<file path="config.mk">
export PLATFORM = sky130hd
export DESIGN_NAME = fifo_drain
export DESIGN_NICKNAME = d
export VERILOG_FILES = /design/src/rtl/fifo_drain.sv
export SDC_FILE = /design/constraint.sdc
export NUM_CORES = 1
export LEC_CHECK = 0
export BUFFER_PORTS_ARGS = -buffer_cell sky130_fd_sc_hd__buf_4
export CORE_ASPECT_RATIO = 1.5
export CORE_MARGIN = 2
export CORE_UTILIZATION = 53
export CTS_CLUSTER_DIAMETER = 30
export DETAILED_ROUTE_END_ITERATION = 8
export PLACE_DENSITY_LB_ADDON = 0.2
export SETUP_SLACK_MARGIN = 0.4
export SYNTH_ARGS = -nofsm -noshare
export SYNTH_HDL_FRONTEND = slang
export SYNTH_SLANG_ARGS = --single-unit
</file>
<file path="constraint.sdc">
create_clock -name clk -period 2.55 [get_ports clk]
set_input_delay 0.6375 -clock clk [delete_from_list [all_inputs] [get_ports clk]]
set_output_delay 0.6375 -clock clk [all_outputs]
set_load 0.02 [all_outputs]
</file>
<file path="src/rtl/fifo_drain.sv">
// rtl/fifo_drain.sv - drains bytes from a FIFO read port into a valid/ready byte stream (optional FIFO_DRAIN_PARITY_EN adds m_parity)
module fifo_drain #(
  parameter int CNT_W = 16
) (
  input  logic             clk,
  input  logic             rst,
  input  logic             enable,
  input  logic             empty,
  input  logic [7:0]       data_out,
  output logic             rd_cs,
  output logic             rd_en,
  output logic [7:0]       m_data,
  output logic             m_valid,
  input  logic             m_ready,
  output logic [CNT_W-1:0] byte_cnt
`ifdef FIFO_DRAIN_PARITY_EN
  ,
  output logic             m_parity
`endif
);

  typedef enum logic [1:0] {
    IDLE = 2'd0,
    READ = 2'd1,
    CAPT = 2'd2,
    HOLD = 2'd3
  } state_t;

  state_t state_q;
  state_t state_d;
  logic   armed_q;
  logic   load;
  logic   accept;

  // Holds off the first read decision by one edge after reset release so the
  // FIFO sees rd_en no earlier than the second rising edge.
  always_ff @(posedge clk or negedge rst) begin
    if (!rst) begin
      armed_q <= 1'b0;
    end else begin
      armed_q <= 1'b1;
    end
  end

  // State register.
  always_ff @(posedge clk or negedge rst) begin
    if (!rst) begin
      state_q <= IDLE;
    end else begin
      state_q <= state_d;
    end
  end

  // Next-state and Moore outputs; read strobes only in READ, valid only in HOLD.
  always_comb begin
    state_d = state_q;
    rd_cs   = 1'b0;
    rd_en   = 1'b0;
    m_valid = 1'b0;
    load    = 1'b0;
    accept  = 1'b0;
    case (state_q)
      IDLE: begin
        if (armed_q && enable && !empty) begin
          state_d = READ;
        end
      end
      READ: begin
        rd_cs   = 1'b1;
        rd_en   = 1'b1;
        state_d = CAPT;
      end
      CAPT: begin
        load    = 1'b1;
        state_d = HOLD;
      end
      HOLD: begin
        m_valid = 1'b1;
        if (m_ready) begin
          accept  = 1'b1;
          state_d = (enable && !empty) ? READ : IDLE;
        end
      end
      default: begin
        state_d = IDLE;
      end
    endcase
  end

  // Captures the FIFO read data one cycle after rd_en; held through HOLD.
  always_ff @(posedge clk or negedge rst) begin
    if (!rst) begin
      m_data <= 8'h00;
    end else if (load) begin
      m_data <= data_out;
    end
  end

`ifdef FIFO_DRAIN_PARITY_EN
  // Odd parity registered alongside the captured byte.
  always_ff @(posedge clk or negedge rst) begin
    if (!rst) begin
      m_parity <= 1'b0;
    end else if (load) begin
      m_parity <= ~^data_out;
    end
  end
`endif

  // Counts accepted bytes; wraps silently at the counter width.
  always_ff @(posedge clk or negedge rst) begin
    if (!rst) begin
      byte_cnt <= '0;
    end else if (accept) begin
      byte_cnt <= byte_cnt + CNT_W'(1);
    end
  end

endmodule

</file>
==> results.txt <==
Period Utilization, post-route = 73.2%
Post-Syn Area = 1250 um2
unrepaired setup endpoints after global routing = no
Final Util = 71.0%
Initial Utilization = 55.9%
GP Congestion = 0.715
antenna-violating nets left = 0
CTS root buf = clkbuf_4
worst ir drop on vdd = 0.000801 V
max-slew violation count = 0
overall power = 1.51 mW
type of the most critical hold path = input port to async pin
clock sink count = 27
Layout area overhead = 27.0%
Final TNS setup = 0 ns
status = completed
I/O pins = 40
Worst EP required = 1.91 ns
area occupied by multi-input gates = 539 um2
DIE AREA = 2770 um2
first-pass GRT wire length = 3630 um
hpwl dp = 1790 um
Iter 0 DRT Violations = 8
GR Util All Layers = 17.5%
number of setup buffers added after CTS = 0
Placed Instance Area = 1560 um2
worst reg2reg startpoint = state_q[1]
post-synthesis sequential area ratio = 54.1%
max frequency = 536 MHz
WHS = 0.204 ns
die width = 43.6 um
share of cells above drive strength 1 = 36.4%
Rows = 21
vias in the first global route = 876
drt total wl = 2190 um
routed length per instance = 13.5 um
initial antenna violation count = 0
global route overflow = 0
CTS max path bufs = 2
Post-synth top cells = dfrtp_1 (27), xnor2_1 (8), mux2_1 (7), xor2_1 (7)
worst skew pair latency = 0.32 ns
hold buffer count at cts = 0
count leader, synth = dfrtp_1
Cell variety after synth = 26
Lkg Pwr = 0.819 nW
area of the core = 2230 um2
crit path setup slack, layout = 0.683 ns
Antenna diodes = 0
dpl cells = 159
Worst-path clk slew = 0.13 ns
DR DRC count = 0
Async SR Flop Fraction = 100%
R2R cell count = 5
Hold Fails Final Rpt = 0
crit path kind = flip-flop to primary output
fillers = 171
Avg Vias per Cell = 5.40
#FFs+latches synth = 27
crit path max fanout = 4
crit start category = flip-flop
Post-synth EDFFs = 0
crit path DAT = 1.23 ns
Worst setup startpoint = state_q[1]
Layout Cells excl Fill = 163
CTS Buf Count = 3
largest cells by area after synthesis = dfrtp_1 (54%), mux2_1 (6.3%), ha_1 (6.0%)
Place WS = 0.942 ns
Register Area = 676 um2
port buffer count = 39
Max-cap violations = 0
most area-hungry cell type in the Yosys netlist = dfrtp_1
Cells after Synth = 99
endpoint class of the critical path = primary output
clk_skew = 0.00410 ns
drt first pass iters = 2
largest net degree at the start of global routing = 28
post_cts resized = 0
detailed-route via count = 880
Syn. warnings = 0
final layout net count = 160
final setup fails = 0
H-Tree Depth = 1
CTS tree = built
Mapped Avg Cell Area = 12.6 um2
final instance area = 1590 um2
ys flop type = dfrtp_1
synthesized net count = 118
post-synth top area share = 54.1%
Final min period = 1.87 ns
Die Height = 63.4 um
P per Cell Area = 951 nW/um2
[layout make-up]
type                       count  area share [%]
tap                           23            1.82
sequential                    27            42.6
timing repair buffer          39            18.5
multi-input combinational     64            34.0
clock buffer                   4            1.66
inverter                       6            1.42
[state kept, by name, indices dropped and copies added, names as in the netlist]
name / cells
m_data: 8
byte_cnt: 16
state_q: 2
armed_q: 1
[layout by cell type, fill, tap and decap left out, types with 4 or more instances in the layout]
| master | count |
|---|---|
| buf_4 | 39 |
| dfrtp_1 | 27 |
| ha_1 | 6 |
| inv_1 | 6 |
| mux2_1 | 7 |
| nand2_1 | 6 |
| nand3_1 | 4 |
| nor2_1 | 6 |
| xnor2_1 | 8 |
| xor2_1 | 7 |
[worst max-delay path: stages (launching register included)]
cell     delay [ns]
dfrtp_1        0.43
inv_1          0.14
ha_1           0.19
buf_4          0.15
[power breakdown]
group          switching (mW)  leakage (nW)  total [mW]  internal, mW
clock                   0.117        0.0150       0.178        0.0612
combinational           0.375         0.469       0.696         0.321
sequential             0.0865         0.335       0.634         0.547
total                   0.578         0.819        1.51         0.929
[layer usage]
layer  track usage [%]  vias to the layer above  routed length (um)
met2              32.9                       24                1260
met5                 0                        -                   0
li1                  -                      415                   -
met4              9.09                        0                  53
met1              17.9                      436                 781
met3              1.72                        5                 102
[worst paths after layout]
path | endpoint | slack, ns
worst min register to register | m_data[3] | 0.50
worst max-delay path | rd_en | 0.68
worst min-delay path | byte_cnt[4] | 0.20
min in group clk | m_data[3] | 0.50
worst max register to register | byte_cnt[15] | 0.96
max in group asynchronous | state_q[0] | 2.10
[kinds of logic (layout without fill, tap and decap cells)]
family / count (synthesis) / after routing / share of synthesized area (%)
DFF: 27 / 27 / 54.1
other: 1 / 1 / 0.300
and+or+nand+nor: 28 / 28 / 15.7
muxes: 9 / 9 / 8.12
adders and majority gates: 6 / 6 / 6.01
buffers and inverters: 8 / 49 / 2.71
xor gates and xnor gates: 15 / 15 / 10.5
AOI/OAI and AO/OA: 5 / 5 / 2.51
No activity file was read; power rests on OpenSTA's default activity.
